<file path="src/rtl/pmod_dac_spi_responder.sv">
// SPI Mode 0 responder emulating the PMOD DAC register pipeline:
// shift register -> input register -> DAC register, with frame/error bookkeeping.
module pmod_dac_spi_responder #(
    parameter int RESOLUTION  = 16,
    parameter int SYNC_STAGES = 2,
    parameter int CNT_WIDTH   = 8
) (
    input  logic                  clk,
    input  logic                  rst,
    input  logic                  spi_cs_n,
    input  logic                  spi_sclk,
    input  logic                  spi_din,
    input  logic                  spi_ldac_n,
    output logic [RESOLUTION-1:0] input_reg,
    output logic [RESOLUTION-1:0] dac_value,
    output logic                  frame_done,
    output logic                  frame_error,
    output logic                  dac_update,
    output logic                  busy,
    output logic [CNT_WIDTH-1:0]  frame_count,
    output logic [CNT_WIDTH-1:0]  err_count
);

    localparam int BW = $clog2(RESOLUTION + 2);
    localparam logic [BW-1:0] BIT_FULL = BW'(RESOLUTION);
    localparam logic [BW-1:0] BIT_MAX  = BW'(RESOLUTION + 1);

    typedef enum logic [1:0] {
        IDLE   = 2'd0,
        SHIFT  = 2'd1,
        COMMIT = 2'd2
    } state_t;

    state_t state;

    // Index SYNC_STAGES-1 is the synchronized level, index SYNC_STAGES the edge history.
    logic [SYNC_STAGES:0]   cs_pipe;
    logic [SYNC_STAGES:0]   sclk_pipe;
    logic [SYNC_STAGES:0]   ldac_pipe;
    logic [SYNC_STAGES-1:0] din_pipe;
    logic [SYNC_STAGES:0]   valid_pipe;

    logic [RESOLUTION-1:0]  sr;
    logic [BW-1:0]          bit_cnt;

    always_ff @(posedge clk) begin
        if (rst) begin
            cs_pipe    <= '1;
            sclk_pipe  <= '0;
            ldac_pipe  <= '1;
            din_pipe   <= '0;
            valid_pipe <= '0;
        end else begin
            cs_pipe    <= {cs_pipe[SYNC_STAGES-1:0], spi_cs_n};
            sclk_pipe  <= {sclk_pipe[SYNC_STAGES-1:0], spi_sclk};
            ldac_pipe  <= {ldac_pipe[SYNC_STAGES-1:0], spi_ldac_n};
            din_pipe   <= {din_pipe[SYNC_STAGES-1:0], spi_din};
            valid_pipe <= {valid_pipe[SYNC_STAGES-1:0], 1'b1};
        end
    end

    // Edges count only once the history flop holds a real pin sample, so a pin already
    // low at reset release (e.g. cs_n) must first be seen high before it can fall.
    logic hist_ok;
    logic cs_s, cs_h, sclk_s, sclk_h, ldac_s, ldac_h, din_s;
    logic cs_fall, cs_rise, sclk_rise, ldac_fall;

    assign hist_ok   = valid_pipe[SYNC_STAGES];
    assign cs_s      = cs_pipe[SYNC_STAGES-1];
    assign cs_h      = cs_pipe[SYNC_STAGES];
    assign sclk_s    = sclk_pipe[SYNC_STAGES-1];
    assign sclk_h    = sclk_pipe[SYNC_STAGES];
    assign ldac_s    = ldac_pipe[SYNC_STAGES-1];
    assign ldac_h    = ldac_pipe[SYNC_STAGES];
    assign din_s     = din_pipe[SYNC_STAGES-1];

    assign cs_fall   = hist_ok &  cs_h   & ~cs_s;
    assign cs_rise   = hist_ok & ~cs_h   &  cs_s;
    assign sclk_rise = hist_ok & ~sclk_h &  sclk_s;
    assign ldac_fall = hist_ok &  ldac_h & ~ldac_s;

    always_ff @(posedge clk) begin
        if (rst) begin
            state       <= IDLE;
            sr          <= '0;
            bit_cnt     <= '0;
            input_reg   <= '0;
            dac_value   <= '0;
            frame_done  <= 1'b0;
            frame_error <= 1'b0;
            dac_update  <= 1'b0;
            busy        <= 1'b0;
            frame_count <= '0;
            err_count   <= '0;
        end else begin
            frame_done  <= 1'b0;
            frame_error <= 1'b0;
            dac_update  <= 1'b0;

            if (state != COMMIT && ldac_fall) begin
                dac_value  <= input_reg;
                dac_update <= 1'b1;
            end

            case (state)
                IDLE: begin
                    if (cs_fall) begin
                        bit_cnt <= '0;
                        state   <= SHIFT;
                        busy    <= 1'b1;
                    end
                end

                SHIFT: begin
                    if (sclk_rise) begin
                        sr <= {sr[RESOLUTION-2:0], din_s};
                        if (bit_cnt != BIT_MAX)
                            bit_cnt <= bit_cnt + 1'b1;
                    end
                    if (cs_rise) begin
                        state <= COMMIT;
                        busy  <= 1'b0;
                    end
                end

                COMMIT: begin
                    state <= IDLE;
                    if (bit_cnt >= BIT_FULL) begin
                        input_reg   <= sr;
                        frame_done  <= 1'b1;
                        frame_count <= frame_count + 1'b1;
                        if (!ldac_s) begin
                            dac_value  <= sr;
                            dac_update <= 1'b1;
                        end
                    end else begin
                        frame_error <= 1'b1;
                        if (err_count != '1)
                            err_count <= err_count + 1'b1;
                        // A discarded frame leaves nothing to load transparently.
                        if (ldac_fall) begin
                            dac_value  <= input_reg;
                            dac_update <= 1'b1;
                        end
                    end
                end

                default: begin
                    state <= IDLE;
                    busy  <= 1'b0;
                end
            endcase
        end
    end

endmodule

</file>
<file path="config.mk">
export PLATFORM = sky130hd
export DESIGN_NAME = pmod_dac_spi_responder
export DESIGN_NICKNAME = d
export VERILOG_FILES = /design/src/rtl/pmod_dac_spi_responder.sv
export SDC_FILE = /design/constraint.sdc
export NUM_CORES = 1
export LEC_CHECK = 0
export ABC_CLOCK_PERIOD_IN_PS = 1700
export CAP_MARGIN = 20
export CORE_ASPECT_RATIO = 2
export CORE_MARGIN = 10
export CORE_UTILIZATION = 47
export CTS_CLUSTER_DIAMETER = 100
export DETAILED_ROUTE_END_ITERATION = 16
export PLACE_DENSITY = 0.75
export SYNTH_ARGS = -nofsm -noshare
export SYNTH_HDL_FRONTEND = slang
export SYNTH_SLANG_ARGS = --single-unit
</file>
<file path="constraint.sdc">
create_clock -name clk -period 1.7 [get_ports clk]
set_input_delay 0.17 -clock clk [delete_from_list [all_inputs] [get_ports clk]]
set_output_delay 0.17 -clock clk [all_outputs]
set_load 0.03 [all_outputs]
</file>
# ---- Yosys cells after proc, flatten, opt, wreduce, memory -nomap -nowiden
# Index checks and enable logic that the tools add are counted.
dict set report op_classes {
  addsub 3
  order_cmp 1
  eq_ne 9
  n_mux 23
  bitwise_logic 14
  n_reduce_logical 10
}
# cell n
set op_table {}
lappend op_table {{16-bit 2-to-1 mux} 5}
lappend op_table {{8-bit by 1-bit adder with 8-bit output (second input constant)} 2}
lappend op_table {{5-bit 2-to-1 mux} 3}
lappend op_table {{1-bit 2-to-1 mux} 10}
lappend op_table {{2-bit inequality test (second input constant)} 5}
lappend op_table {{5-bit case mux with 2 select lines} 1}
lappend op_table {{1-bit bitwise AND} 8}
lappend op_table {{8-bit inequality test (second input constant)} 1}
lappend op_table {{1-bit NOT} 6}
lappend op_table {{2-bit AND reduction} 3}
lappend op_table {{3-bit AND reduction} 2}
lappend op_table {{5-bit by 1-bit adder with 5-bit output (second input constant)} 1}
lappend op_table {{5-bit greater-or-equal comparator (second input constant)} 1}
lappend op_table {{5-bit inequality test (second input constant)} 1}
lappend op_table {{2-bit 2-to-1 mux} 2}
lappend op_table {{2-bit case mux with 2 select lines} 1}
lappend op_table {{4-bit AND reduction} 1}
lappend op_table {{1-bit case mux with 3 select lines} 1}
lappend op_table {{2-bit by 1-bit == test with 1-bit output (second input constant)} 1}
lappend op_table {{2-bit == test (second input constant)} 1}
lappend op_table {{2-bit logical NOT} 1}
lappend op_table {{2-bit nonzero test} 1}
lappend op_table {{2-bit OR reduction} 1}
lappend op_table {{1-bit logical AND} 1}
dict set report totals {
  regBits 89
  inputBits 6
  output_inout_bits 52
  elab_cells 77
}

# ---- Depth between registers and ports, before layout
# Gate-level depths: netlist of the first run.
dict set report logic_depth {
  depth_word 7
  depth_mapped 7
  mapped_depth_nobuf 6
}

# ---- Worst setup path after synthesis of the first run
# No wires, ideal clock.
dict set report synth_path {
  path_kind {reg-to-reg}
  startpoint {reg err_count[0]}
  endpoint {reg err_count[1]}
  setup_time_ns 0.128
  arrival_time_ns 1.550
  slack_ns 0.023
  stages_incl_launch_ff 6
  n_path_buf 0
  cell_sequence {dfxtp_1 -> ha_1 -> nand2_1 -> o31ai_1 -> mux2i_1 -> nor2_1}
}
dict set report synth_between {
  elab_chain_cells 2
  word_cells_on_any_way 3
  cone_classes {1 x add/sub; 1 x eq/ne; 1 x reduce/logical}
}
# item line_no
set synth_rtl {}
lappend synth_rtl {{start, declared} 21} ;# output logic [CNT_WIDTH-1:0] err_count
lappend synth_rtl {{start signal, assigned} 139} ;# err_count <= err_count + 1'b1;
lappend synth_rtl {{branches (longest 2 deep; another with 8-bit by 1-bit adder with 8-bit output)} --}
# Parallel ways; which one is timed is not known.
# A chain may end at the register's enable or synchronous reset.

# ---- Worst setup path in the final report of the first run
dict set report layout_path {
  startpoint {reg frame_count[3]}
  endpoint {out frame_count[3]}
}
# item line_no
set layout_lines {}
lappend layout_lines {{start, declared} 20} ;# output logic [CNT_WIDTH-1:0] frame_count,
lappend layout_lines {{start signal, assigned} 131} ;# frame_count <= frame_count + 1'b1;
# No word-level cell between the ends.

==> results of run 1 <==
## through the flow
stage	total power, mW	worst slack [ns]	instance area [um^2]	hold WS, ns	instances
finish	4.02	0.0561	4350	0.191	558
global route	4.14	0.00831	4350	0.214	558
CTS	4.05	0.0161	4320	0.191	557
detailed placement	2.29	0.0682	4060	0.401	542
global placement	2.28	0.0802	4060	0.395	542
floorplan	2.24	0.0227	3390	0.274	408
## power by group
group	switching, mW	internal [mW]
Clock	0.767	1.02
Sequential	0.0121	2.11
Combinational	0.0723	0.0482
Total	0.851	3.17
## synthesized netlist by cell type (4+ instances only)
| master | number | area, um^2 |
|---|---|---|
| sky130_fd_sc_hd__inv_1 | 7 | 26.3 |
| sky130_fd_sc_hd__xor2_1 | 5 | 43.8 |
| sky130_fd_sc_hd__a21oi_1 | 42 | 210 |
| sky130_fd_sc_hd__xnor2_1 | 4 | 35.0 |
| sky130_fd_sc_hd__mux2i_1 | 4 | 40.0 |
| sky130_fd_sc_hd__nor2b_1 | 9 | 56.3 |
| sky130_fd_sc_hd__nand3_1 | 8 | 40.0 |
| sky130_fd_sc_hd__dfxtp_1 | 89 | 1780 |
| sky130_fd_sc_hd__and2_1 | 4 | 25.0 |
| sky130_fd_sc_hd__nand2_1 | 78 | 293 |
| sky130_fd_sc_hd__ha_1 | 5 | 62.6 |
| sky130_fd_sc_hd__o21ai_0 | 21 | 105 |
| sky130_fd_sc_hd__nor3_1 | 21 | 105 |
| sky130_fd_sc_hd__or2_2 | 6 | 37.5 |
| sky130_fd_sc_hd__nor2_1 | 49 | 184 |
| sky130_fd_sc_hd__clkbuf_1 | 16 | 60.1 |
| sky130_fd_sc_hd__nand4_1 | 5 | 31.3 |
## cells in the final DEF (no fill, tap or decap), types with 2 or more instances in the layout
master and count:
sky130_fd_sc_hd__o21ai_0 21, sky130_fd_sc_hd__or3_1 2, sky130_fd_sc_hd__a31oi_1 3, sky130_fd_sc_hd__clkbuf_1 2, sky130_fd_sc_hd__inv_1 7, sky130_fd_sc_hd__a21oi_1 42, sky130_fd_sc_hd__dfxtp_1 89, sky130_fd_sc_hd__mux2i_1 4
sky130_fd_sc_hd__clkbuf_16 9, sky130_fd_sc_hd__ha_1 5, sky130_fd_sc_hd__xor2_1 5, sky130_fd_sc_hd__clkdlybuf4s50_1 54, sky130_fd_sc_hd__nor2_1 49, sky130_fd_sc_hd__xnor2_1 4, sky130_fd_sc_hd__or2_2 6, sky130_fd_sc_hd__nand3_1 8
sky130_fd_sc_hd__nor3_1 21, sky130_fd_sc_hd__dlymetal6s2s_1 2, sky130_fd_sc_hd__nand3b_1 2, sky130_fd_sc_hd__buf_4 11, sky130_fd_sc_hd__and3b_1 2, sky130_fd_sc_hd__nor2b_1 9, sky130_fd_sc_hd__nand2_1 78, sky130_fd_sc_hd__nand4_1 5
sky130_fd_sc_hd__and2_1 4, sky130_fd_sc_hd__clkinv_2 2
## area by class of cell
type | count | area (um^2) | area share, %
clock inverters | 3 | 17.5 | 0.403
clock buffers | 12 | 246 | 5.67
repair buffers | 69 | 673 | 15.5
inverters | 7 | 26.3 | 0.604
flip-flops and latches | 89 | 1780 | 41.0
well taps | 90 | 113 | 2.59
multi-input cells | 288 | 1490 | 34.3
## what timing repair did
| action | CTS | global route |
|---|---|---|
| buffers inserted | 0 | 1 |
| endpoints found under the setup margin | 0 | 16 |
| resized for setup | 0 | 5 |
## cell families (layout without fill, tap and decap cells)
family	count (synthesis)	in the layout	synth area share, %
buffers and inverters	31	91	3.87
XOR/XNOR	9	9	2.32
adder cells (fa/ha/maj)	5	5	1.84
AND/OR/NAND/NOR	196	196	26.4
flip-flops	89	89	52.5
AO/OA/AOI/OAI	73	73	11.5
multiplexers	5	5	1.51
## how the worst max path moves through the flow
stage | endpoint | slack (ns)
after global placement | bit_cnt[1] | 0.08
final | frame_count[3] | 0.06
after detailed placement | bit_cnt[0] | 0.07
after global routing | err_count[6] | 0.008
after CTS | err_count[3] | 0.02
after floorplan | err_count[1] | 0.02
## routing by layer
metal | up-vias | global-route usage, % | share of wire, %
met1 | 1318 | 13.6 | 36
met5 | - | 0 | 0
met3 | 20 | 4.42 | 6.6
met2 | 83 | 26.1 | 55
met4 | 0 | 8.02 | 2.7
li1 | 1467 | - | -
==> impl.org, run 1 <==
** Layout
- For this run, the post-layout net count is 475.
- Filler cell count :: 610
- Proportion of layout cells with a drive suffix above 1 :: 7.69%
- Diode count :: 0
- Post-layout util :: 62.1%
- Layout overhead on the synthesized area :: 28.1%

** Timing
- Setup repair after global routing missed its margin :: no
- For the finished layout, the period the worst path requires is 1.64 ns.
- Crit share post-route :: 96.7%
- Number of failing setup endpoints in the final timing report :: 0
- Final setup TNS :: 0 ns
- Worst max-slew margin expressed relative to the limit :: 64.9%
- Worst-Margin Slew :: 0.519 ns
- Final count of hold timing violations :: 0
- Max frequency :: 608 MHz
- The total count of max-transition violations in the final report is 0.
- Clock skew on the completed layout was measured at 0.00654 ns.

** Global route
- For this run the aggregate overflow at the end of global routing stands at 0.
- Entering global routing, the biggest net connects 51 pins.
- The first global-routing pass estimated 13.0 mm of wire.
- Number of global-route vias before repair :: 2784
- The number of antenna violations at the first check in global routing was 0.
- Overall track demand over capacity in global routing :: 14.4%

** Worst setup path
- Across all register-to-register paths, the minimum setup slack is 0.13 ns.
- Along the worst path, the maximum fanout reaches 7.
- The worst setup path is launched from a flip-flop.
- Worst Path Buf+Inv :: 1
- Largest stage delay on the critical path :: 0.72 ns
- Required time reported for the critical path endpoint :: 1.53 ns
- Element type at the critical path end :: output port
- Traced cell by cell, the critical path runs through clkdlybuf4s50_1.
- The worst setup path is of the reg -> out kind.
- At the worst endpoint, the arrival time is 1.47 ns.
- The worst register-to-register path has a depth of 4.
- R2r startpoint :: state[1]
- Cell family with the largest share of critical-path delay :: buffers and inverters
- In this run the number of cells on the critical path is 1.
- Destination of the worst register-to-register timing path :: err_count[3]
- The largest individual stage delay along the critical path comes from the cell sky130_fd_sc_hd__clkdlybuf4s50_1.
- Start point of the critical path :: frame_count[3]

** Synthesis
- Cell count after synthesis :: 408
- Among all flip-flop cells after synthesis, the most frequent one is sky130_fd_sc_hd__dfxtp_1.
- Sequential cells were found to cover 52.5% of the synthesized design area.
- Async set-or-reset flop fraction in the synthesized netlist :: 0%
- Mapped Nets :: 419
- Flops & latches, synth :: 89
- The mapped netlist covers 3390 um^2.
- Averaged over all synthesized cells, the footprint is 8.31 um^2.
- Counting flops with a built-in enable in the synthesized netlist gives 0.
- Yosys printed 0 warnings.
- Distinct cell type count after synthesis :: 42

** Placed design
- At the end of routability-driven placement, the weighted congestion stood at 0.808.
- Port buffering added 57 buffers.
- Detailed placement finished with a half-perimeter wire length of 5.55 mm.

** Min path
- Counting instances, the worst hold path has a depth of 2.
- In this run the worst hold path is classified as in -> reg.
- For hold timing, the worst endpoint is sclk_pipe[2].
- The worst hold path begins at rst.

** Die
- The die is 80.1 um wide.
- DIE HEIGHT :: 140 um
- Die footprint :: 11200 um^2
- # rows :: 43
- Boundary Pins :: 58
- The core region is 6990 um^2.
- Starting utilization of the core area :: 48.5%

** Clock network
- CTS clk-pin slew, worst paths :: 0.06 ns
- The clock passes through at most 2 buffers.
- In this run, post-CTS hold repair placed 0 buffers.
- H-Tree Depth :: 3
- Clock insertion delay at the later pin of the skew report :: 0.34 ns
- Number of clock buffers inserted by TritonCTS :: 9
- TritonCTS built the clock tree.
- The cell sitting at the root of the clock tree is a sky130_fd_sc_hd__clkbuf_16.
- Sinks on the clock net :: 89

** Pwr
- Cell leakage power :: 1.58 nW
- Maximum resistive drop on vdd :: 0.659 mV
- Total power divided by cell area :: 926 nW/um^2

** Routing
- Total Wirelength :: 7.71 mm
- Via count :: 2888
- In the routed design, unresolved DRC markers number 0.
- First-iteration detailed-routing DRC count :: 250
- After detailed routing, the average wire length per cell comes to 13.8 um.
- Number of routed nets with antenna violations :: 0
- Detailed-router iteration count before antenna repair :: 4
- In the routed layout, each cell is associated on average with a via count of 5.18.

** Run
- Max Cap Violations :: 0

** Outcome
- Result of the run :: completed
(Power assumes the default switching activity.)
==> run 2: changes to the inputs <==
--- a/config.mk
+++ b/config.mk
@@ -13,6 +13,7 @@
 export CTS_CLUSTER_DIAMETER = 100
 export DETAILED_ROUTE_END_ITERATION = 16
 export PLACE_DENSITY = 0.75
+export SKIP_CTS_REPAIR_TIMING = 1
 export SYNTH_ARGS = -nofsm -noshare
 export SYNTH_HDL_FRONTEND = slang
 export SYNTH_SLANG_ARGS = --single-unit
==> results of run 2 <==
Final layout, timing and power as in run 1 (identical DEF).
